==> config.mk <==
export PLATFORM = sky130hd
export DESIGN_NAME = rmii_rx
export DESIGN_NICKNAME = d
export VERILOG_FILES = /design/src/rtl/rmii_rx.sv
export SDC_FILE = /design/constraint.sdc
export NUM_CORES = 1
export LEC_CHECK = 0
export CAP_MARGIN = 25
export CELL_PAD_IN_SITES_DETAIL_PLACEMENT = 0
export CELL_PAD_IN_SITES_GLOBAL_PLACEMENT = 1
export CORE_ASPECT_RATIO = 1.25
export CORE_UTILIZATION = 40
export CTS_CLUSTER_DIAMETER = 80
export DETAILED_ROUTE_END_ITERATION = 7
export GPL_TIMING_DRIVEN = 1
export PLACE_DENSITY_LB_ADDON = 0.1
export SLEW_MARGIN = 5
export SYNTH_ARGS = -nofsm -noshare
export SYNTH_HDL_FRONTEND = slang
export SYNTH_SLANG_ARGS = --single-unit
==> constraint.sdc <==
create_clock -name clk50 -period 5.4 [get_ports clk50]
set_input_delay 0.54 -clock clk50 [delete_from_list [all_inputs] [get_ports clk50]]
set_output_delay 0.54 -clock clk50 [all_outputs]
set_load 0.01 [all_outputs]
==> src/rtl/rmii_rx.sv <==
// rmii_rx: receive half of the 100 Mb/s RMII MAC -- preamble/SFD strip, dibit-to-byte assembly, frame status.
// Optional FCS residue check is compiled in when RMII_RX_FCS_CHECK_EN is defined.
module rmii_rx #(
  parameter int MAX_LEN = 1522
) (
  input  logic        clk50,
  input  logic        rst,
  input  logic        crs_dv,
  input  logic [1:0]  rxd,
  output logic        wr_en,
  output logic [15:0] wr_idx,
  output logic [7:0]  data_out,
  output logic        busy,
  output logic [15:0] frame_len,
  output logic        done,
  output logic        err
);
  localparam logic [1:0] S_IDLE     = 2'd0;
  localparam logic [1:0] S_PREAMBLE = 2'd1;
  localparam logic [1:0] S_DATA     = 2'd2;
  localparam logic [1:0] S_DROP     = 2'd3;

  localparam logic [15:0] LEN_LIMIT = 16'(MAX_LEN);

  logic [1:0]  state;
  logic [5:0]  shift_reg;
  logic [1:0]  pair;
  logic [15:0] count;
  logic        low_seen;
  logic        overflow;
  logic [7:0]  assembled;
  logic        frame_start;
  logic        frame_end;
  logic        byte_done;
  logic        crc_bad;

  // Dibits arrive LSB first, so the dibit on the wire completes the top of the byte.
  assign assembled   = {rxd, shift_reg};
  assign frame_start = (state == S_PREAMBLE) && crs_dv && (rxd == 2'b11);
  assign frame_end   = (state == S_DATA) && !crs_dv && low_seen;
  assign byte_done   = (state == S_DATA) && !frame_end && (pair == 2'd3) && (count != LEN_LIMIT);

`ifdef RMII_RX_FCS_CHECK_EN
  logic [31:0] crc;

  function automatic logic [31:0] crc_byte(input logic [31:0] c_in, input logic [7:0] b);
    logic [31:0] c;
    c = c_in ^ {24'h0, b};
    for (int i = 0; i < 8; i++) begin
      c = c[0] ? ((c >> 1) ^ 32'hEDB88320) : (c >> 1);
    end
    return c;
  endfunction

  // Running over data plus FCS leaves the fixed CRC-32 residue when the frame is intact.
  always_ff @(posedge clk50) begin
    if (rst || frame_start) begin
      crc <= 32'hFFFFFFFF;
    end else if (byte_done) begin
      crc <= crc_byte(crc, assembled);
    end
  end

  assign crc_bad = (crc != 32'hDEBB20E3);
`else
  assign crc_bad = 1'b0;
`endif

  always_ff @(posedge clk50) begin
    if (rst) begin
      state     <= S_IDLE;
      shift_reg <= '0;
      pair      <= '0;
      count     <= '0;
      low_seen  <= 1'b0;
      overflow  <= 1'b0;
      wr_en     <= 1'b0;
      wr_idx    <= '0;
      data_out  <= '0;
      busy      <= 1'b0;
      frame_len <= '0;
      done      <= 1'b0;
      err       <= 1'b0;
    end else begin
      wr_en <= 1'b0;
      done  <= 1'b0;
      err   <= 1'b0;
      case (state)
        S_IDLE: begin
          low_seen <= 1'b0;
          if (crs_dv) begin
            if (rxd == 2'b01) begin
              state <= S_PREAMBLE;
            end else if (rxd != 2'b00) begin
              state <= S_DROP;
            end
          end
        end
        S_PREAMBLE: begin
          if (frame_start) begin
            state    <= S_DATA;
            busy     <= 1'b1;
            pair     <= '0;
            count    <= '0;
            overflow <= 1'b0;
            low_seen <= 1'b0;
          end else if (!crs_dv || rxd != 2'b01) begin
            state    <= S_DROP;
            low_seen <= !crs_dv;
          end
        end
        S_DATA: begin
          if (frame_end) begin
            state     <= S_IDLE;
            busy      <= 1'b0;
            low_seen  <= 1'b0;
            frame_len <= count;
            if ((count == 16'd0) || overflow || crc_bad) begin
              err <= 1'b1;
            end else begin
              done <= 1'b1;
            end
          end else begin
            // A lone low cycle is CRS_DV toggling; its dibit is still data.
            low_seen  <= !crs_dv;
            shift_reg <= assembled[7:2];
            pair      <= pair + 2'd1;
            if (byte_done) begin
              wr_en    <= 1'b1;
              data_out <= assembled;
              wr_idx   <= count;
              count    <= count + 16'd1;
            end else if (pair == 2'd3) begin
              overflow <= 1'b1;
            end
          end
        end
        S_DROP: begin
          if (!crs_dv) begin
            if (low_seen) begin
              state    <= S_IDLE;
              low_seen <= 1'b0;
            end else begin
              low_seen <= 1'b1;
            end
          end else begin
            low_seen <= 1'b0;
          end
        end
        default: state <= S_IDLE;
      endcase
    end
  end
endmodule

==> flow_summary.json, run 1 <==
{
  "outcome": "completed",
  "relSlewSlack_pct": 36.1,
  "final_nets": 407,
  "drt_iter0_drc": 124,
  "wire_per_inst_um": 14.3,
  "coreArea_um2": 7490,
  "r2r_end": "wr_idx[5]$_SDFFE_PP0P_",
  "drc_errors": 0,
  "drt_wl_total_um": 7070,
  "worstSetupPathType": "in2reg",
  "antenna_found_initial": 0,
  "place_congestion": 0.757,
  "fp.dieH_um": 101,
  "fin_skew_ps": 8.23,
  "ys_ff_latch": 72,
  "cts_resized": 0,
  "vias": 2577,
  "crit_path_start_kind": "input port",
  "tns_ps": 0,
  "grtUsageTotal_pct": 18.9,
  "worst_setup_path_end_kind": "flop",
  "rrSetupSlack_ps": 2750,
  "viasPerCell": 5.22,
  "hold_class": "reg2reg",
  "tightest_slew_ps": 956,
  "clk_pin_slew_worst_paths_ps": 70,
  "dp_hpwl_um": 4800,
  "arrival_ps": 3020,
  "setup_violations": 0,
  "cp_max_fo": 18,
  "rows": 35,
  "grt_pass1_wl_um": 11800,
  "clock_path_buffers": 2,
  "clock_latency_ps": 340,
  "utilization_pct": 51.1,
  "drive_gt1_share_pct": 5.22,
  "final_max_slew_viol_count": 0,
  "crit_start": "crs_dv",
  "overflow": 0,
  "port_buffers": 48,
  "cp.required_ps": 5660,
  "reg_top3": "count (16), frame_len (16), wr_idx (16)",
  "max_stage_delay_ps": 610,
  "synth_area_per_cell_um2": 8.67,
  "dieArea_um2": 8210,
  "synth_cells": 362,
  "cap_violations": 0,
  "synth_warnings": 0,
  "cts_tree": "done",
  "min_period_ps": 2760,
  "crit_chain": "clkdlybuf4s50_1 > nand2b_1 > nand3_1 > nor2_2 > buf_4 > mux2i_1",
  "numClockSinks": 72,
  "worst-r2r-cell-count": 5,
  "hold_viol": 0,
  "synth-seq-area-share_pct": 45.9,
  "rsz0062_at_grt": "no",
  "p_leak_uw": 0.00122,
  "ant_nets": 0,
  "netlist_area_um2": 3140,
  "syn_nets": 371,
  "regToRegStartpoint": "state[1]$_SDFFE_PP0P_",
  "htreeDepth": 3,
  "final.period_utilization_pct": 51.1,
  "dr.pass1.iters": 4,
  "max_freq_ghz": 0.362,
  "cts_root_buf": "clkbuf_8",
  "grt_pass1_vias": 2452,
  "powerDensity_nw_per_um2": 260,
  "post_cts_buffers": 0,
  "cpMaxStageDelayCell": "clkdlybuf4s50_1",
  "grt_max_degree": 44,
  "chipWidth_um": 81.2,
  "numCtsBuffers": 9,
  "ys_types": 36,
  "hold_buffers": 0,
  "n_antenna_cell": 0,
  "area_growth_syn_to_layout_pct": 21.8,
  "endpoint": "wr_idx[5]$_SDFFE_PP0P_",
  "ioPinCount": 49,
  "start_util_pct": 41.9,
  "ir_worst_vdd_uv": 161
}
logic make-up after synthesis:
group                      Yosys count  share of synthesized area (%)
adders and majority gates            4                           1.59
xor gates and xnor gates             2                          0.558
buffers and inverters               32                           4.30
AOI/OAI and AO/OA                   61                           11.2
and+or+nand+nor                    168                           29.1
DFF                                 72                           45.9
muxes                               23                           7.33
layout by cell type, fill, tap and decap left out, types with 3 or more instances in the layout:
| cell | instances |
|---|---|
| a21oi_1 | 36 |
| and3_1 | 3 |
| clkbuf_8 | 10 |
| clkdlybuf4s50_1 | 47 |
| dfxtp_1 | 72 |
| ha_1 | 4 |
| inv_1 | 7 |
| mux2i_1 | 23 |
| nand2_1 | 57 |
| nand2b_1 | 45 |
| nand3_1 | 9 |
| nand4_1 | 6 |
| nor2_1 | 11 |
| nor2b_1 | 6 |
| nor3_1 | 6 |
| o21ai_0 | 6 |
| o31ai_1 | 12 |
| or4_1 | 9 |
synth_stat cells:
master | count | area share [%]
ha_1 | 4 | 1.6
nor2_2 | 1 | 0.20
nor4_1 | 2 | 0.40
and4b_1 | 1 | 0.32
nor2b_1 | 6 | 1.2
xor2_1 | 2 | 0.56
dfxtp_1 | 72 | 46
o31ai_1 | 12 | 2.9
nand3_1 | 9 | 1.4
o211ai_1 | 1 | 0.24
nor2_1 | 11 | 1.3
and3_1 | 3 | 0.60
inv_1 | 7 | 0.84
a221oi_1 | 1 | 0.28
a31oi_1 | 2 | 0.40
o21a_1 | 2 | 0.48
mux2i_1 | 23 | 7.3
nand2_1 | 57 | 6.8
buf_1 | 1 | 0.12
a21oi_1 | 36 | 5.7
or2_2 | 1 | 0.20
nor4_4 | 1 | 0.68
or3_1 | 2 | 0.40
or4_1 | 9 | 2.2
nor4b_1 | 1 | 0.28
nor3b_1 | 1 | 0.24
nand4_1 | 6 | 1.2
buf_6 | 2 | 0.72
nand2b_1 | 45 | 9.0
nand3b_1 | 2 | 0.48
or4_4 | 2 | 0.72
o21ai_0 | 6 | 0.96
nor3_1 | 6 | 0.96
clkbuf_1 | 22 | 2.6
a21o_1 | 1 | 0.24
and4_1 | 2 | 0.56
worst max-delay path, delay by kind of cell:
kind          cells  cell delay, ps
buf+inv           2             990
mux               1             250
simple gates      3            1230
report_power, final:
| part | switching [uW] | internal (uW) | leakage (uW) | total [uW] |
|---|---|---|---|---|
| Sequential | 5.37 | 535 | 0.000581 | 541 |
| Clock | 188 | 223 | 0.0000925 | 411 |
| Combinational | 26.3 | 15.2 | 0.000547 | 41.5 |
| Total | 220 | 774 | 0.00122 | 994 |
area by class of cell:
class,count,area [um2]
timing repair buffer,50,490
inverter,7,26.3
tap,92,115
fill,729,3660
clock buffer,12,145
sequential,72,1440
clock inverter,3,42.5
multi-input combinational,258,1560
metrics by stage:
| stage | hold WS [ps] | cell area (um2) | std cells | worst slack [ps] | power, uW |
|---|---|---|---|---|---|
| finish | 454 | 3820 | 494 | 2640 | 994 |
| global route | 478 | 3820 | 494 | 2410 | 1040 |
| global placement | 443 | 3640 | 479 | 2440 | 594 |
| floorplan | 437 | 3140 | 362 | 3560 | 583 |
| CTS | 456 | 3820 | 494 | 2670 | 1010 |
| detailed placement | 447 | 3640 | 479 | 2340 | 595 |
worst min path at each step:
stage / startpoint / endpoint / slack (ps) / cells past startpoint
after global placement: busy$_SDFFE_PP0P_ / busy$_SDFFE_PP0P_ / 440 / 2
after global routing: busy$_SDFFE_PP0P_ / busy$_SDFFE_PP0P_ / 480 / 2
final: frame_len[3]$_SDFFE_PP0N_ / frame_len[3]$_SDFFE_PP0N_ / 450 / 2
after CTS: frame_len[3]$_SDFFE_PP0N_ / frame_len[3]$_SDFFE_PP0N_ / 460 / 2
after detailed placement: frame_len[3]$_SDFFE_PP0N_ / frame_len[3]$_SDFFE_PP0N_ / 450 / 2
after floorplan: shift_reg[0]$_SDFFE_PP0P_ / shift_reg[0]$_SDFFE_PP0P_ / 440 / 2
per-layer routing:
| layer | up-vias | track usage, % | wire length (um) |
|---|---|---|---|
| li1 | 1316 | - | - |
| met1 | 1190 | 25.5 | 3510 |
| met2 | 58 | 28.3 | 3150 |
| met3 | 13 | 4.71 | 250 |
| met4 | 0 | 8.38 | 157 |
| met5 | - | 0 | 0 |
Note: power is estimated with default switching activity, not from simulation.
==> run 2: changes to the inputs <==
--- a/config.mk
+++ b/config.mk
@@ -9,7 +9,7 @@
 export CELL_PAD_IN_SITES_DETAIL_PLACEMENT = 0
 export CELL_PAD_IN_SITES_GLOBAL_PLACEMENT = 1
 export CORE_ASPECT_RATIO = 1.25
-export CORE_UTILIZATION = 40
+export CORE_UTILIZATION = 36
 export CTS_CLUSTER_DIAMETER = 80
 export DETAILED_ROUTE_END_ITERATION = 7
 export GPL_TIMING_DRIVEN = 1
==> constraint.sdc (replaced) <==
create_clock -name clk50 -period 2.5 [get_ports clk50]
set_input_delay 0.25 -clock clk50 [delete_from_list [all_inputs] [get_ports clk50]]
set_output_delay 0.25 -clock clk50 [all_outputs]
set_load 0.01 [all_outputs]
==> run 2 against run 1 <==
Effect of this change:
- utilization down 3.6 points
- critical path depth fell by 1
- clock skew up 2.1 ps
- global-route usage fell by 1.5 points
- via count up 0.12%
- routed wire length up 3.6%
- worst hold slack got worse by 180 ps
- count of clock-buffer cells in the layout down 3
- critical path type is now reg2reg
==> flow_summary.json, run 2 (synthesized netlist as in run 1, its figures left out) <==
{
  "clk_pin_slew_worst_paths_ps": 80,
  "worstSetupPathType": "reg2reg",
  "p_leak_uw": 0.00130,
  "arrival_ps": 2190,
  "clock_path_buffers": 2,
  "post_cts_buffers": 0,
  "viasPerCell": 5.04,
  "chipWidth_um": 85.5,
  "crit_path_start_kind": "flop",
  "drc_errors": 0,
  "fillCellCount": 809,
  "drive_gt1_share_pct": 8.67,
  "seq_area_um2": 1440,
  "vias": 2580,
  "cts_tree": "done",
  "utilization_pct": 47.4,
  "dr.pass1.iters": 4,
  "final_max_slew_viol_count": 0,
  "place_congestion": 0.908,
  "relSlewSlack_pct": 68.1,
  "ir_worst_vdd_uv": 300,
  "max_freq_ghz": 0.510,
  "cts_resized": 0,
  "drt_wl_total_um": 7330,
  "area_growth_syn_to_layout_pct": 25.9,
  "reg_top3": "count (16), frame_len (16), wr_idx (16)",
  "grtUsageTotal_pct": 17.4,
  "port_buffers": 48,
  "rows": 37,
  "min_period_ps": 1960,
  "cp_max_fo": 20,
  "grt_pass1_wl_um": 12500,
  "dp_hpwl_um": 4980,
  "tightest_slew_ps": 477,
  "final_cell_mix": "72 x dfxtp_1, 57 x nand2_1, 47 x clkdlybuf4s50_1",
  "hold_class": "in2reg",
  "clock_latency_ps": 360,
  "final_nets": 419,
  "setup_violations": 0,
  "powerDensity_nw_per_um2": 579,
  "wire_per_inst_um": 14.3,
  "rsz0062_at_grt": "no",
  "cap_violations": 0,
  "mostFrequentLayoutCell": "dfxtp_1",
  "numCtsBuffers": 9,
  "start_util_pct": 37.7,
  "outcome": "completed",
  "fin_skew_ps": 10.4,
  "antenna_found_initial": 0,
  "worst_setup_path_end_kind": "flop",
  "dieArea_um2": 9100,
  "coreArea_um2": 8330,
  "ioPinCount": 49,
  "fp.dieH_um": 106,
  "grt_max_degree": 50,
  "htreeDepth": 3,
  "n_antenna_cell": 0,
  "tns_ps": 0,
  "multiInputGateArea_um2": 1560,
  "hold_viol": 0,
  "ant_nets": 0,
  "numClockSinks": 72,
  "final.period_utilization_pct": 78.4,
  "drt_iter0_drc": 159,
  "overflow": 0,
  "grt_pass1_vias": 2463,
  "cts_root_buf": "clkbuf_8",
  "hold_buffers": 0,
  "cp.required_ps": 2730
}
## run 2: final cells by class
cell class / instances / share of cell area [%]
clock buffers: 9 / 3.13
clock inverters: 7 / 2.44
inverters: 7 / 0.665
multi-input cells: 258 / 39.5
flip-flops and latches: 72 / 36.5
well taps: 97 / 3.07
repair buffers: 62 / 14.7
## run 2: metrics by stage
stage,cell area [um2],setup slack (ps),total power (uW),instances,hold WS [ps]
after floorplan,3140,658,1260,362,386
final,3950,539,2290,512,270
after detailed placement,3730,307,1290,496,448
after CTS,3950,529,2320,512,265
after global placement,3730,342,1290,496,444
after global routing,3950,344,2390,512,267
## run 2: worst paths after layout
check | to | start | slack, ps | depth (start not counted)
max | wr_idx[3]$_SDFFE_PP0P_ | count[11]$_SDFFE_PP0P_ | 540 | 5
min | low_seen$_SDFFE_PP0P_ | rst | 270 | 2
max reg2reg | wr_idx[3]$_SDFFE_PP0P_ | count[11]$_SDFFE_PP0P_ | 540 | 5
min reg2reg | shift_reg[1]$_SDFFE_PP0P_ | shift_reg[1]$_SDFFE_PP0P_ | 460 | 2
## run 2: worst max-delay path: stages, from the launching register on
cell and delay (ps):
dfxtp_1 380, or4_4 580, nor4_4 340, nor2_2 110, buf_4 260, mux2i_1 150
## run 2: report_power, final
part / internal, uW / switching, uW / total [uW]
logic: 39.1 / 57.8 / 96.9
registers: 1160 / 11.3 / 1170
clock network: 563 / 462 / 1020
total: 1760 / 531 / 2290
## run 2: layer usage
| metal | wire (um) | track usage (%) |
|---|---|---|
| met1 | 3710 | 24.1 |
| met5 | 0 | 0 |
| met3 | 312 | 4.89 |
| met2 | 3160 | 25.3 |
| met4 | 146 | 7.50 |
==> run 3: changes to the inputs <==
==> constraint.sdc (replaced) <==
create_clock -name clk50 -period 1.8 [get_ports clk50]
set_input_delay 0.18 -clock clk50 [delete_from_list [all_inputs] [get_ports clk50]]
set_output_delay 0.18 -clock clk50 [all_outputs]
set_load 0.01 [all_outputs]
==> run 3 against run 2 <==
Effect of this change:
- the run now ends with negative setup slack left
- utilization grew 2.8 points
- sequential power increased by 38%
- register-to-register slack got worse by 560 ps
- critical path type unchanged
- critical endpoint is now data_out[4]$_SDFFE_PP0P_
- total power is 34% higher
==> flow_summary.json, run 3 (synthesized netlist as in run 1, its figures left out) <==
{
  "outcome": "finished, violations left",
  "violations": "negative setup slack",
  "utilization_pct": 50.2,
  "final_nets": 446,
  "area_growth_syn_to_layout_pct": 33.3,
  "drive_gt1_share_pct": 16.3,
  "cts_root_buf": "clkbuf_8",
  "hold_viol": 0,
  "min_period_ps": 1820,
  "reg_top3": "count (16), frame_len (16), wr_idx (16)",
  "coreArea_um2": 8330,
  "cp.required_ps": 2040,
  "hold_buffers": 0,
  "tns_ps": -66.5,
  "cap_violations": 0,
  "multiInputGateArea_um2": 1590,
  "vias": 2717,
  "grtUsageTotal_pct": 17.5,
  "power.switching_uw": 715,
  "grt_pass1_wl_um": 12500,
  "clk_pin_slew_worst_paths_ps": 80,
  "drt_iter0_drc": 105,
  "arrival_ps": 2070,
  "relSlewSlack_pct": 72.1,
  "fillCellCount": 809,
  "dieArea_um2": 9100,
  "hold_class": "in2reg",
  "port_buffers": 48,
  "mostFrequentLayoutCell": "dfxtp_1",
  "numClockSinks": 72,
  "chipWidth_um": 85.5,
  "n_antenna_cell": 0,
  "start_util_pct": 37.7,
  "htreeDepth": 3,
  "max_freq_ghz": 0.548,
  "final_max_slew_viol_count": 0,
  "power_frac_seq_pct": 52.7,
  "rrSetupSlack_ps": -20,
  "intPower_uw": 2350,
  "setup_violations": 12,
  "hold_ws_ps": 238,
  "post-place-cells": 522,
  "powerDensity_nw_per_um2": 733,
  "post-place-ws_ps": -179,
  "numCtsBuffers": 9,
  "cp_max_fo": 18,
  "p_leak_uw": 0.00143,
  "seq_area_um2": 1450,
  "viasPerCell": 5.04,
  "drt_wl_total_um": 7480,
  "worstSetupPathType": "reg2reg",
  "worst_setup_path_end_kind": "flop",
  "clock_path_buffers": 2,
  "dp_hpwl_um": 5270,
  "fp.dieH_um": 106,
  "crit_path_start_kind": "flop",
  "switching_share_pct": 23.3,
  "grt_pass1_vias": 2506,
  "wire_per_inst_um": 13.9,
  "place_congestion": 0.783,
  "overflow": 0,
  "rsz0062_at_grt": "yes",
  "tightest_slew_ps": 418,
  "ioPinCount": 49,
  "clock_latency_ps": 350,
  "ant_nets": 0,
  "antenna_found_initial": 0,
  "layout.cells.non_filler": 539,
  "final_cell_mix": "69 x dfxtp_1, 56 x nand2_1, 47 x clkdlybuf4s50_1",
  "final.period_utilization_pct": 101,
  "rows": 37,
  "dr.pass1.iters": 4,
  "cts_tree": "done",
  "grt_max_degree": 39,
  "fin_skew_ps": 11.6,
  "ir_worst_vdd_uv": 308,
  "drc_errors": 0,
  "fin_ws_ps": -24.9,
  "p_comb_share_pct": 5.2,
  "power.share.clock_pct": 42.1
}
run 3: changes by cell type in the layout (fill, tap and decap cells not counted), sizes merged:
cell      before  now
buf           15   42
bufinv         2    1
clkbuf         9   11
clkinv         5    3
clkinvlp       0    1
run 3: critical path, stage by stage (launching register included):
cell and delay [ps]:
dfxtp_2 330, or4_4 560, nor4_4 390, nor2_2 110, buf_12 180, mux2i_2 150
run 3: metal layers:
metal	GRT usage, %	part of all wire (%)	vias to the layer above	routed length [um]
met5	0	0	-	0
met4	5.71	1.3	0	98
met3	4.50	3.3	11	246
met2	26.9	45	47	3350
met1	23.7	51	1262	3790
li1	-	-	1397	-
run 3: through the flow:
stage / area [um2] / total power, uW
detailed placement: 3940 / 1810
floorplan: 3140 / 1750
global placement: 3940 / 1810
CTS: 4140 / 3090
global route: 4180 / 3210
finish: 4180 / 3060
run 3: cell type report:
cell class / instances / area share (%)
repair buffers: 89 / 19.1
inverters: 7 / 0.628
clock buffers: 11 / 3.38
clock inverters: 5 / 1.35
flip-flops and latches: 72 / 34.5
well taps: 97 / 2.90
multi-input cells: 258 / 38.1
run 3: final timing paths:
kind,cells after the start,to,start
setup / recovery,5,data_out[4]$_SDFFE_PP0P_,count[14]$_SDFFE_PP0P_
hold / removal,2,low_seen$_SDFFE_PP0P_,rst
setup reg to reg,5,data_out[4]$_SDFFE_PP0P_,count[14]$_SDFFE_PP0P_
hold reg to reg,2,shift_reg[0]$_SDFFE_PP0P_,shift_reg[0]$_SDFFE_PP0P_
run 3: what timing repair did:
item	4_1_cts	5_1_grt
resized for setup	1	8
buffers inserted	0	1
setup endpoints to repair	1	36
pin swaps	0	3
run 3: power by group through the flow:
| stage | combinational (uW) | clock [uW] | sequential, uW |
|---|---|---|---|
| global placement | 159 | 0 | 1650 |
| finish | 159 | 1290 | 1610 |
| global route | 177 | 1410 | 1620 |
| floorplan | 96.0 | 0 | 1650 |
| CTS | 159 | 1320 | 1610 |
| detailed placement | 160 | 0 | 1650 |
